--- src/rtl/log_fifo_arbiter_pkg.sv ---
// Shared types and helpers for the log FIFO arbiter and its per-source buffers.
package log_fifo_arbiter_pkg;

    typedef enum logic {IDLE, LOCKED} arb_state_e;

    // A popped newline ends the owner's line and releases the lock.
    localparam logic [7:0] NEWLINE_CHAR = 8'h0A;

    // Index width for n items, never narrower than one bit.
    function automatic int unsigned idx_w(input int unsigned n);
        return (n > 1) ? $clog2(n) : 1;
    endfunction

endpackage

--- src/rtl/log_arb_req_buf.sv ---
// One source's skid buffer: circular store with wrap-bit pointers plus a
// saturating counter of characters dropped on overflow.
module log_arb_req_buf
    import log_fifo_arbiter_pkg::*;
#(
    parameter int unsigned DEPTH  = 4,
    parameter int unsigned CHAR_W = 8,
    parameter int unsigned CNT_W  = 16
) (
    input  logic              clk,
    input  logic              rst,
    input  logic              push,
    input  logic [CHAR_W-1:0] push_char,
    input  logic              pop,
    input  logic              drop_clr,
    output logic [CHAR_W-1:0] head,
    output logic              empty,
    output logic              push_ok,
    output logic [CNT_W-1:0]  drop_count
);
    localparam int unsigned PTR_W   = idx_w(DEPTH);
    localparam logic [PTR_W:0] PTR_ONE = 1;
    localparam logic [CNT_W-1:0] CNT_ONE = 1;

    logic [PTR_W:0]    wr_ptr_q, rd_ptr_q;
    logic [CHAR_W-1:0] mem_q [DEPTH];
    logic [CNT_W-1:0]  drop_cnt_q;
    logic              full, pop_ok, drop;

    assign empty   = (wr_ptr_q == rd_ptr_q);
    assign full    = (wr_ptr_q[PTR_W] != rd_ptr_q[PTR_W]) &&
                     (wr_ptr_q[PTR_W-1:0] == rd_ptr_q[PTR_W-1:0]);
    assign pop_ok  = pop & ~empty;
    // A pop in the same cycle frees the slot, so a full buffer still accepts.
    assign push_ok = push & (~full | pop_ok);
    assign drop    = push & full & ~pop_ok;
    assign head    = mem_q[rd_ptr_q[PTR_W-1:0]];
    assign drop_count = drop_cnt_q;

    // Pointer update; reset empties the buffer without touching storage.
    always_ff @(posedge clk or posedge rst) begin
        if (rst) begin
            wr_ptr_q <= '0;
            rd_ptr_q <= '0;
        end else begin
            if (push_ok) wr_ptr_q <= wr_ptr_q + PTR_ONE;
            if (pop_ok)  rd_ptr_q <= rd_ptr_q + PTR_ONE;
        end
    end

    // Character storage, written on accepted pushes only.
    always_ff @(posedge clk) begin
        if (push_ok) mem_q[wr_ptr_q[PTR_W-1:0]] <= push_char;
    end

    // Saturating drop counter; a clear coinciding with a drop loads one.
    always_ff @(posedge clk or posedge rst) begin
        if (rst) begin
            drop_cnt_q <= '0;
        end else if (drop_clr) begin
            drop_cnt_q <= drop ? CNT_ONE : '0;
        end else if (drop && (drop_cnt_q != '1)) begin
            drop_cnt_q <= drop_cnt_q + CNT_ONE;
        end
    end

endmodule

--- src/rtl/log_fifo_arbiter.sv ---
// Shares the log FIFO write port between NUM_REQ character sources. The grant
// is held for a whole line so lines from different sources never interleave.
module log_fifo_arbiter
    import log_fifo_arbiter_pkg::*;
#(
    parameter int unsigned NUM_REQ      = 2,
    parameter int unsigned BUF_DEPTH    = 4,
    parameter int unsigned CHAR_W       = 8,
    parameter int unsigned DROP_CNT_W   = 16,
    parameter int unsigned LOCK_TIMEOUT = 64
) (
    input  logic                           clk,
    input  logic                           rst,
    input  logic                           enable,
    input  logic [NUM_REQ-1:0]             req_wr_en,
    input  logic [NUM_REQ*CHAR_W-1:0]      req_char,
    input  logic                           fifo_full,
    output logic                           fifo_wr_en,
    output logic [CHAR_W-1:0]              fifo_din,
    output logic                           grant_valid,
    output logic [$clog2(NUM_REQ)-1:0]     grant_idx,
    output logic [NUM_REQ-1:0]             buf_empty,
    input  logic                           drop_clr,
    output logic [NUM_REQ*DROP_CNT_W-1:0]  drop_count
);
    localparam int unsigned IDX_W  = idx_w(NUM_REQ);
    localparam int unsigned IDLE_W = idx_w(LOCK_TIMEOUT + 1);
    localparam logic [IDLE_W-1:0] IDLE_ONE = 1;

    arb_state_e        state_q;
    logic [IDX_W-1:0]  owner_q, next_owner, hi_idx, lo_idx;
    logic [IDLE_W-1:0] idle_cnt_q;
    logic              hi_found, lo_found, owner_active;
    logic [CHAR_W-1:0] head [NUM_REQ];
    logic [CHAR_W-1:0] owner_head;
    logic [NUM_REQ-1:0] push_ok, pop;

    for (genvar g = 0; g < NUM_REQ; g++) begin : g_buf
        assign pop[g] = fifo_wr_en && (owner_q == IDX_W'(g));

        log_arb_req_buf #(
            .DEPTH  (BUF_DEPTH),
            .CHAR_W (CHAR_W),
            .CNT_W  (DROP_CNT_W)
        ) u_buf (
            .clk        (clk),
            .rst        (rst),
            .push       (req_wr_en[g]),
            .push_char  (req_char[g*CHAR_W +: CHAR_W]),
            .pop        (pop[g]),
            .drop_clr   (drop_clr),
            .head       (head[g]),
            .empty      (buf_empty[g]),
            .push_ok    (push_ok[g]),
            .drop_count (drop_count[g*DROP_CNT_W +: DROP_CNT_W])
        );
    end

    assign owner_head   = head[owner_q];
    assign grant_valid  = (state_q == LOCKED);
    assign grant_idx    = owner_q;
    assign fifo_wr_en   = grant_valid & enable & ~fifo_full & ~buf_empty[owner_q];
    assign fifo_din     = grant_valid ? owner_head : '0;
    assign owner_active = push_ok[owner_q] | fifo_wr_en;

    // Round-robin pick: first non-empty source above the last owner, else wrap.
    always_comb begin
        hi_found = 1'b0;
        lo_found = 1'b0;
        hi_idx   = '0;
        lo_idx   = '0;
        for (int i = 0; i < NUM_REQ; i++) begin
            if (!buf_empty[i]) begin
                if (i > int'(owner_q)) begin
                    if (!hi_found) begin
                        hi_found = 1'b1;
                        hi_idx   = IDX_W'(i);
                    end
                end else if (!lo_found) begin
                    lo_found = 1'b1;
                    lo_idx   = IDX_W'(i);
                end
            end
        end
        next_owner = hi_found ? hi_idx : lo_idx;
    end

    // Grant FSM: lock on a source, release on newline, timeout or disable.
    always_ff @(posedge clk or posedge rst) begin
        if (rst) begin
            state_q    <= IDLE;
            owner_q    <= IDX_W'(NUM_REQ - 1);
            idle_cnt_q <= '0;
        end else begin
            unique case (state_q)
                IDLE: begin
                    if (enable && !(&buf_empty)) begin
                        state_q    <= LOCKED;
                        owner_q    <= next_owner;
                        idle_cnt_q <= '0;
                    end
                end
                LOCKED: begin
                    if (!enable) begin
                        state_q <= IDLE;
                    end else if (fifo_wr_en && (owner_head == CHAR_W'(NEWLINE_CHAR))) begin
                        state_q <= IDLE;
                    end else if (owner_active) begin
                        idle_cnt_q <= '0;
                    end else if (buf_empty[owner_q]) begin
                        // Release on the cycle the count reaches LOCK_TIMEOUT.
                        if (idle_cnt_q == IDLE_W'(LOCK_TIMEOUT - 1)) state_q <= IDLE;
                        idle_cnt_q <= idle_cnt_q + IDLE_ONE;
                    end
                end
                default: state_q <= IDLE;
            endcase
        end
    end

endmodule

--- config.mk ---
export PLATFORM = sky130hd
export DESIGN_NAME = log_fifo_arbiter
export DESIGN_NICKNAME = d
export VERILOG_FILES = /design/src/rtl/log_fifo_arbiter_pkg.sv /design/src/rtl/log_arb_req_buf.sv /design/src/rtl/log_fifo_arbiter.sv
export SDC_FILE = /design/constraint.sdc
export NUM_CORES = 1
export LEC_CHECK = 0
export ABC_AREA = 0
export CORE_ASPECT_RATIO = 0.75
export CORE_MARGIN = 2
export CORE_UTILIZATION = 33
export DETAILED_ROUTE_END_ITERATION = 10
export PLACE_DENSITY_LB_ADDON = 0.2
export SYNTH_ARGS = -nofsm -noshare
export SYNTH_HDL_FRONTEND = slang
export SYNTH_SLANG_ARGS = --single-unit
--- constraint.sdc ---
create_clock -name clk -period 3.3 [get_ports clk]
set_input_delay 0.66 -clock clk [delete_from_list [all_inputs] [get_ports clk]]
set_output_delay 0.66 -clock clk [all_outputs]
set_load 0.02 [all_outputs]
; ---- After elaboration in Yosys (flattened, before gate mapping)
; Memories as Yosys holds them, arrays and structs flattened.
; Index checks and enable logic that the tools add are counted.
[classes]
order_cmp = 3
reduce_logical = 14
n_bitwise = 25
n_addsub = 7
n_eq_ne = 14
muxes = 37
[ops]
columns = operator, count
row1 = 16-bit two-way mux, 4
row2 = 7-bit two-way mux, 5
row3 = "16-bit by 1-bit adder with 16-bit output, second input constant", 2
row4 = 8-bit two-way mux, 4
row5 = "16-bit != test, second input constant", 2
row6 = 1-bit two-way mux, 22
row7 = 7-bit case mux with 2 select lines, 1
row8 = "3-bit by 1-bit adder with 3-bit output, second input constant", 4
row9 = 1-bit bitwise AND, 11
row10 = 1-bit NOT, 10
row11 = "8-bit by 4-bit equality test with 1-bit output, second input constant", 1
row12 = 1-bit logical AND, 8
row13 = "7-bit by 1-bit adder with 7-bit output, second input constant", 1
row14 = "7-bit by 6-bit equality test with 1-bit output, second input constant", 1
row15 = 3-bit equality test, 2
row16 = "2-bit != test, second input constant", 3
row17 = 2-bit equality test, 2
row18 = 2-bit AND reduction, 2
row19 = 4-bit AND reduction, 1
row20 = 2-bit nonzero test, 2
row21 = "3-bit by 1-bit != test with 1-bit output, second input constant", 1
row22 = 1-bit bitwise OR, 3
row23 = "2-bit >= comparator, second input constant", 1
row24 = "1-bit by 2-bit less-than comparator with 1-bit output, second input constant", 1
row25 = 5 further kinds, 6
[word_totals]
in_bits = 23
mem_count = 2
mem_bits_rw = 64
out_inout_bits = 45
reg_bits = 53
[memory_table]
columns = memory, depth, word_bits, rd, rd_ports_with_merged_regs, wr, line
row1 = g_buf[0].u_buf.mem_q, 4, 8, 1, 0, 1, log_arb_req_buf.sv:26  ; logic [CHAR_W-1:0] mem_q [DEPTH];
row2 = g_buf[1].u_buf.mem_q, 4, 8, 1, 0, 1, log_arb_req_buf.sv:26

; ---- Logic depth before layout (Yosys ltp)
; Gate-level depths: netlist of run 1.
[logic_depth]
depth_word = 16
ltp_mapped = 8

; ---- Modules after synthesis
; Synthesis of run 1 repeated with hierarchy kept, for this count alone.
[unflattened]
cells_unflattened = 435
hier_area_um2 = 5612.9
[modules_own_cells]
columns = module, n_inst, cells_each, area_each_um2, seq_area_each_um2
row1 = log_arb_req_buf at g_buf[1].u_buf, 1, 172, 2424.8, 1511.4
row2 = log_arb_req_buf at g_buf[0].u_buf, 1, 173, 2396.0, 1511.4
row3 = log_fifo_arbiter, 1, 90, 792.0, 226.5

; ---- Least setup slack after synthesis of run 1
; OpenSTA, ideal clock, no wires.
[synth_timing]
path_kind = register to output
from = reg owner_q, in the netlist grant_idx
to = out fifo_din[1]
path_buffers = 1
setup_slack_ns = 1.051
t_arrival_ns = 1.589
stages_incl_launch_ff = 6
path_cell_list = dfstp_2 clkbuf_1 nand2_1 o22ai_1 a21oi_1 nor2b_1
[synth_between]
elab_chain_len = 5
[synth_lines]
columns = item, line
row1 = from (decl), log_fifo_arbiter.sv:31  ; logic [IDX_W-1:0] owner_q, next_owner, hi_idx, lo_idx;
row2 = from (signal assigned), log_fifo_arbiter.sv:92  ; owner_q <= IDX_W'(NUM_REQ - 1);
row3 = from (signal assigned), log_fifo_arbiter.sv:99  ; owner_q <= next_owner;
row4 = 1-bit NOT with 2-bit output (implied by the code), log_fifo_arbiter.sv:59  ; assign owner_head = head[owner_q];
row5 = 8-bit two-way mux (implied by the code) (3 in a row), log_fifo_arbiter.sv:59
row6 = 8-bit two-way mux, log_fifo_arbiter.sv:63  ; assign fifo_din = grant_valid ? owner_head : '0;
row7 = to (decl), log_fifo_arbiter.sv:19  ; output logic [CHAR_W-1:0] fifo_din,
; Every way passes these cells. The select of a mux whose other input is x is not followed.

; ---- Final worst setup path of run 1
; Same ends and word-level chain as after synthesis.

==> summary.md, run 1 <==
| Metric | Value |
|---|---|
| Outcome | completed |
| Post-synthesis adder-cell area fraction | under 10% |
| Mapped Nets | 474 |
| Fin Setup TNS | 0 ps |
| Clock tree from TritonCTS | yes |
| Clock tree buffer depth | 2 |
| Relative contribution of sequential cells to total power | a little under two fifths |
| CTS clock-pin slew for the worst setup and hold paths | approximately 50 ps |
| Share of the cycle needed by the critical path after routing | a little over nine tenths |
| Highest Clock Rate | between 300 and 400 MHz |
| Number of endpoints failing setup at the final stage | 0 |
| P&R area growth vs syn | 27.3% |
| Area fraction in compound gates after synthesis | 5.30% |
| Cell area after technology mapping | 5520 µm² |
| Router iterations before antenna repair | 5 |
| Mean instance size in the synthesized netlist | roughly 13 µm² |
| Internal Dissipation | approximately 3.8 mW |
| Net switching power | 1.80 mW |
| Leak Pwr | 2.62 nW |
| Highest fanout seen on the critical path | 13 |
| Area used by multi-input combinational logic | about 2100 µm² |
| Post-synthesis mux area share | roughly 7.7% |
| Power density cells | 800 nW/µm² |
| Largest net degree at the start of global routing | 35 |
| Max-slew violation total from the final report | 0 |
| CP Data Required Time | about 2600 ps |
| Antenna violations before repair | 0 |
| Die span in x | around 150 µm |
| Count of input and output buffers | 67 |
| Most used cells in the layout excluding fill and tap cells | sky130_fd_sc_hd__clkdlybuf4s50_1, sky130_fd_sc_hd__edfxtp_1, sky130_fd_sc_hd__dfrtp_1, sky130_fd_sc_hd__nor2_1, sky130_fd_sc_hd__xnor2_1 |
| Startpoint types | flip-flop |
| Proportion of synthesized chip area in sequential cells | between 50 and 60% |
| Count of routing violations after the opening detailed-route iteration | roughly 180 |
| I/O Pins | 68 |
| Average detailed-routed wire length per instance | ~16 µm |
| Share of the synthesized netlist area taken by xor and xnor gates | 6.50% |
| Type of the worst setup path | flip-flop to primary output |
| Slew HR | 57.3% |
| Final number of hold-violating endpoints | 0 |
| Fraction of layout instances using a drive strength above 1 | a little under an eighth |
| Cell count after placement | 703 |
| Total die area | between 15000 and 20000 µm² |
| Number of max-capacitance violations reported | 0 |
| Number of H-tree branching levels | 4 |
| Number of inserted diodes | 0 |
| Hold WC Path Type | flip-flop to flip-flop |
| Sinks on the clock net | roughly 120 |
| Vias/cell | slightly below 5 |
| Total Wirelength | around 12000 µm |
| Number of different library cells in the post-synthesis netlist | 50 |
| Setup Fix Bufs, Post-CTS | 0 |
| Unrepaired setup endpoints after global routing | false |
| Most common library cell in the layout ignoring fill and taps | sky130_fd_sc_hd__clkdlybuf4s50_1 |
| Die outline height | 116 µm |
| Root Driver | sky130_fd_sc_hd__clkbuf_16 |
| Insertion delay to the later sink of the worst-skew pair | 410 ps |
| Number of cells in the finished layout apart from fillers | approximately 740 |
| Sum of net half-perimeters after detailed placement | approximately 8000 µm |
| Number of vias in the routed layout | 3552 |
| Filler cell count in the final layout | ~1500 |
| Top flip-flop cell by instance count after synthesis | sky130_fd_sc_hd__edfxtp_1 |
| Power share of the clock group | about a third |
| Antenna-violating nets left | 0 |
| Nature of the critical path endpoint | primary output |
| Worst clock skew | a little under 9 ps |
| Post-route minimum period | about 3100 ps |
| First-pass GRT wire length | about 19000 µm |
| Register Area | between 3000 and 4000 µm² |
| Count of warnings emitted by yosys | 0 |
| Combinational power share | between 20% and 30% |
| CTS Buf Count | 17 |
| Arrival time of the worst setup path | roughly 2500 ps |
| Final net count | 548 |
| Dominant combinational cell family by area after synthesis | simple AND/OR/NAND/NOR gates |
| Hold-fix buffers, CTS | 0 |
| Area of the core | around 16000 µm² |
| Fraction of registers with async set or reset after synthesis | a little under half |
| Simple-gate portion of the synthesized area | about 16% |
| Post-detailed-route DRC marker count | 0 |
| Synthesized instance count | around 440 |
| Maximum VDD drop | about 380 µV |
| Number of flip-flops and latches in the synthesized netlist | 117 |
| Initial cell density of the core | 34.1% |
| Measured slew at the worst slew-check pin | 638 ps |
| Final Wtd Congestion | ~0.79 |
| Global routing usage summed across all routing layers | between 10 and 15% |
| Proportion of total power due to net switching | 32.1% |
| Post-cts sizing count | 0 |
| Smallest hold slack | ~490 ps |
| Number of flops mapped to enable cells by yosys | between 60 and 70 |
| Global route total overflow | 0 |
| Number of rows created at floorplan | 40 |
| Number of global-route vias before repair | 3547 |
## metrics by stage
stage               total power, mW  setup WS, ps  util, %  cell area (µm²)
floorplan                      3.26          1050        -             5520
global placement               3.76           274     39.6             6420
detailed placement             3.79           243     39.6             6420
CTS                            5.70          13.9     43.3             7020
global route                   5.95          66.6     43.3             7030
finish                         5.62           193     43.3             7030
## state kept, by name, summed over array words and instances, names as in the netlist
| name | flops |
|---|---|
| grant_idx | 1 |
| grant_valid | 1 |
| g_buf.u_buf.rd_ptr_q | 6 |
| g_buf.u_buf.wr_ptr_q | 6 |
| idle_cnt_q | 7 |
| g_buf.u_buf.mem_q | 64 |
| g_buf.u_buf.drop_count | 32 |
## cell type report
| type | instances | area share [%] |
|---|---|---|
| multi-input cells | 290 | 30.4 |
| well taps | 210 | 3.74 |
| clock buffers | 23 | 6.80 |
| repair buffers | 72 | 10.3 |
| inverters | 14 | 0.748 |
| flip-flops and latches | 117 | 46.3 |
| clock inverters | 9 | 1.80 |
## Yosys cell counts (6+ instances only)
library cell / number / area [µm²]
sky130_fd_sc_hd__inv_1: 13 / 48.8
sky130_fd_sc_hd__edfxtp_1: 64 / 1920
sky130_fd_sc_hd__mux4_2: 12 / 270
sky130_fd_sc_hd__and2_1: 14 / 87.6
sky130_fd_sc_hd__ha_1: 13 / 163
sky130_fd_sc_hd__nand2_1: 29 / 109
sky130_fd_sc_hd__nand2b_1: 6 / 37.5
sky130_fd_sc_hd__nand3_1: 17 / 85.1
sky130_fd_sc_hd__dfrtp_1: 52 / 1300
sky130_fd_sc_hd__nor3_1: 14 / 70.1
sky130_fd_sc_hd__a31oi_1: 6 / 37.5
sky130_fd_sc_hd__nor4_1: 6 / 37.5
sky130_fd_sc_hd__xnor2_1: 30 / 263
sky130_fd_sc_hd__a21oi_1: 14 / 70.1
sky130_fd_sc_hd__and3_1: 8 / 50.1
sky130_fd_sc_hd__nor2_1: 36 / 135
sky130_fd_sc_hd__nor2b_1: 9 / 56.3
sky130_fd_sc_hd__xor2_1: 11 / 96.3
sky130_fd_sc_hd__mux2i_1: 13 / 130
sky130_fd_sc_hd__nand4_1: 9 / 56.3
sky130_fd_sc_hd__clkbuf_1: 7 / 26.3
## cell families (layout without fill, tap and decap cells)
group / count (synthesis) / count (layout)
DFF: 117 / 117
adders and majority gates: 13 / 13
xor gates and xnor gates: 41 / 41
muxes: 27 / 27
buffers and inverters: 31 / 118
and+or+nand+nor: 168 / 168
AOI/OAI and AO/OA: 41 / 41
## final timing paths
path | start | to | slack [ps] | depth (start not counted)
worst max-delay path | grant_idx$_DFFE_PP1P_ | fifo_din[1] | 190 | 5
worst min-delay path | idle_cnt_q[6]$_DFFE_PP0P_ | idle_cnt_q[6]$_DFFE_PP0P_ | 490 | 1
worst max register to register | g_buf[1].u_buf.drop_count[0]$_DFFE_PP0P_ | g_buf[1].u_buf.drop_count[0]$_DFFE_PP0P_ | 910 | 7
worst min register to register | idle_cnt_q[6]$_DFFE_PP0P_ | idle_cnt_q[6]$_DFFE_PP0P_ | 490 | 1
max in group asynchronous | rst | g_buf[1].u_buf.rd_ptr_q[1]$_DFFE_PP0P_ | 2070 | 3
min in group asynchronous | rst | grant_valid$_DFF_PP0_ | 650 | 2
## power by group through the flow
stage / clock network (mW) / registers [mW] / logic, mW
floorplan: 0 / 2.01 / 1.25
global placement: 0 / 2.13 / 1.63
detailed placement: 0 / 2.14 / 1.65
CTS: 1.91 / 2.12 / 1.66
global route: 1.99 / 2.16 / 1.81
finish: 1.87 / 2.11 / 1.64
## layer usage
layer  global-route usage (%)  up-vias  wire (µm)
met4                     5.69        0        168
met3                     3.74       14        394
met2                     21.5       65       5370
met1                     19.0     1724       5710
met5                        0        -          0
li1                         -     1749          -
## critical path, cell delays in order, from the launching register on
cell	delay, ps
sky130_fd_sc_hd__dfstp_2	710
sky130_fd_sc_hd__nand2_1	180
sky130_fd_sc_hd__o22ai_1	300
sky130_fd_sc_hd__a21oi_1	110
sky130_fd_sc_hd__nor2b_1	120
sky130_fd_sc_hd__clkdlybuf4s50_1	620
Power figures use the tool's default switching activity.
==> run 2: changes to the inputs <==
==> constraint.sdc (replaced) <==
create_clock -name clk -period 3.3 [get_ports clk]
set_input_delay 0.495 -clock clk [delete_from_list [all_inputs] [get_ports clk]]
set_output_delay 0.495 -clock clk [all_outputs]
set_load 0.02 [all_outputs]
==> summary.md, run 2 (synthesized netlist as in run 1, its figures left out) <==
| Metric | Value |
|---|---|
| Post-detailed-route DRC marker count | 0 |
| Fraction of layout instances using a drive strength above 1 | a little over a tenth |
| CTS Buf Count | 17 |
| I/O Pins | 68 |
| Startpoint types | flip-flop |
| Max-slew violation total from the final report | 0 |
| Type of the worst setup path | flip-flop to primary output |
| Area of the core | 16200 µm² |
| Initial cell density of the core | around 34% |
| Hold-fix buffers, CTS | 0 |
| Hold WC Path Type | flip-flop to flip-flop |
| Vias/cell | between 4 and 5 |
| Final number of hold-violating endpoints | 0 |
| Measured slew at the worst slew-check pin | roughly 790 ps |
| Number of vias in the routed layout | between 3000 and 4000 |
| Number of endpoints failing setup at the final stage | 0 |
| Insertion delay to the later sink of the worst-skew pair | slightly above 400 ps |
| Outcome | completed |
| CTS clock-pin slew for the worst setup and hold paths | roughly 50 ps |
| Combined buffer and inverter count along the critical path | 1 |
| Minimum setup slack after placement | roughly 530 ps |
| Nature of the critical path endpoint | primary output |
| Number of rows created at floorplan | 40 |
| Count of input and output buffers | 67 |
| Worst clock skew | approximately 7.8 ps |
| Post-cts sizing count | 0 |
| Number of global-route vias before repair | between 3000 and 4000 |
| Final net count | about 550 |
| Die outline height | approximately 120 µm |
| Highest Clock Rate | 320 MHz |
| Router iterations before antenna repair | 4 |
| Total Wirelength | 11800 µm |
| Sinks on the clock net | around 120 |
| Share of the cycle needed by the critical path after routing | approximately 95% |
| Clock tree from TritonCTS | yes |
| Final setup slack of the worst path | 173 ps |
| Arrival time of the worst setup path | 2630 ps |
| Count of routing violations after the opening detailed-route iteration | roughly 190 |
| Sum of net half-perimeters after detailed placement | slightly above 8000 µm |
| First-pass GRT wire length | around 19000 µm |
| Slew HR | approximately 48% |
| Fin Setup TNS | 0 ps |
| Most common library cell in the layout ignoring fill and taps | sky130_fd_sc_hd__clkdlybuf4s50_1 |
| Number of flip-flops under the largest register name | 64 |
| Total die area | ~18000 µm² |
| Post-route minimum period | between 3000 and 4000 ps |
| Root Driver | sky130_fd_sc_hd__clkbuf_16 |
| Setup Fix Bufs, Post-CTS | 0 |
| P&R area growth vs syn | 26.2% |
| Global routing usage summed across all routing layers | about 14% |
| Number of H-tree branching levels | 4 |
| Number of inserted diodes | 0 |
| Leak Pwr | 2.59 nW |
| Unrepaired setup endpoints after global routing | false |
| Cell class contributing the biggest share of worst-path delay | flip-flops |
| CP Data Required Time | about 2800 ps |
| Maximum VDD drop | 404 µV |
| Largest net degree at the start of global routing | 54 |
| Antenna-violating nets left | 0 |
| Highest fanout seen on the critical path | 15 |
| Clock tree buffer depth | 2 |
| Antenna violations before repair | 0 |
| Global route total overflow | 0 |
| Delay of the slowest critical-path stage | around 850 ps |
| Most used cells in the layout excluding fill and tap cells | sky130_fd_sc_hd__clkdlybuf4s50_1, sky130_fd_sc_hd__edfxtp_1, sky130_fd_sc_hd__dfrtp_1, sky130_fd_sc_hd__nor2_1, sky130_fd_sc_hd__xnor2_1 |
| Power density cells | 792 nW/µm² |
| Filler cell count in the final layout | 1545 |
| Slowest library cell on the worst path | sky130_fd_sc_hd__dfrtp_1 |
| Final Wtd Congestion | roughly 0.75 |
| Number of max-capacitance violations reported | 0 |
| Critical path, cell by cell | mux4_2 -> mux2i_1 -> and2b_1 -> clkdlybuf4s50_1 |
| Die span in x | between 150 and 200 µm |
| Average detailed-routed wire length per instance | 16.1 µm |
[run 2: changes by cell type in the layout (fill, tap and decap cells not counted), sizes merged]
cell,before,now
buf,5,3
clkbuf,23,24
bufinv,3,1
clkinvlp,1,2
[run 2: routing by layer]
| metal | up-vias | global-route usage (%) | share of wire (%) |
|---|---|---|---|
| li1 | 1741 | - | - |
| met1 | 1749 | 18.8 | 49 |
| met2 | 73 | 21.7 | 47 |
| met3 | 16 | 3.63 | 3.5 |
| met4 | 0 | 4.77 | 1.3 |
| met5 | - | 0 | 0 |
[run 2: area by class of cell]
| class | instances | area [µm²] | share of cell area, % |
|---|---|---|---|
| Clock inverter | 8 | 73.8 | 1.06 |
| Sequential cell | 117 | 3250 | 46.6 |
| Inverter | 14 | 52.6 | 0.754 |
| Clock buffer | 24 | 502 | 7.20 |
| Tap cell | 210 | 263 | 3.77 |
| Timing Repair Buffer | 70 | 693 | 9.95 |
| Multi-Input combinational cell | 290 | 2130 | 30.6 |
[run 2: path summary, 6_finish.rpt]
| path | depth (start not counted) | end | slack [ps] | start |
|---|---|---|---|---|
| min in group asynchronous | 3 | g_buf[0].u_buf.drop_count[6]$_DFFE_PP0P_ | 610 | rst |
| worst min-delay path | 1 | idle_cnt_q[6]$_DFFE_PP0P_ | 490 | idle_cnt_q[6]$_DFFE_PP0P_ |
| worst max-delay path | 4 | fifo_din[2] | 170 | g_buf[1].u_buf.rd_ptr_q[1]$_DFFE_PP0P_ |
| worst max register to register | 4 | g_buf[1].u_buf.mem_q[3][3]$_DFFE_PP_ | 720 | g_buf[1].u_buf.rd_ptr_q[1]$_DFFE_PP0P_ |
| max in group asynchronous | 3 | g_buf[1].u_buf.rd_ptr_q[1]$_DFFE_PP0P_ | 2230 | rst |
| worst min register to register | 1 | idle_cnt_q[6]$_DFFE_PP0P_ | 490 | idle_cnt_q[6]$_DFFE_PP0P_ |
[run 2: metrics by stage]
step / instances / instance area, µm² / hold WS, ps / total power, mW / utilization, %
finish: 733 / 6970 / 493 / 5.52 / 43.0
global route: 733 / 6970 / 509 / 5.83 / 43.0
CTS: 733 / 6970 / 495 / 5.58 / 43.0
detailed placement: 701 / 6390 / 482 / 3.82 / 39.4
global placement: 701 / 6390 / 470 / 3.75 / 39.4
floorplan: 438 / 5520 / 453 / 3.26 / -
[run 2: where the power goes]
part	leakage [nW]	total [mW]	switching [mW]	internal [mW]
Clock	0.282	1.75	0.620	1.13
Combinational	1.01	1.66	0.933	0.722
Sequential	1.30	2.12	0.270	1.85
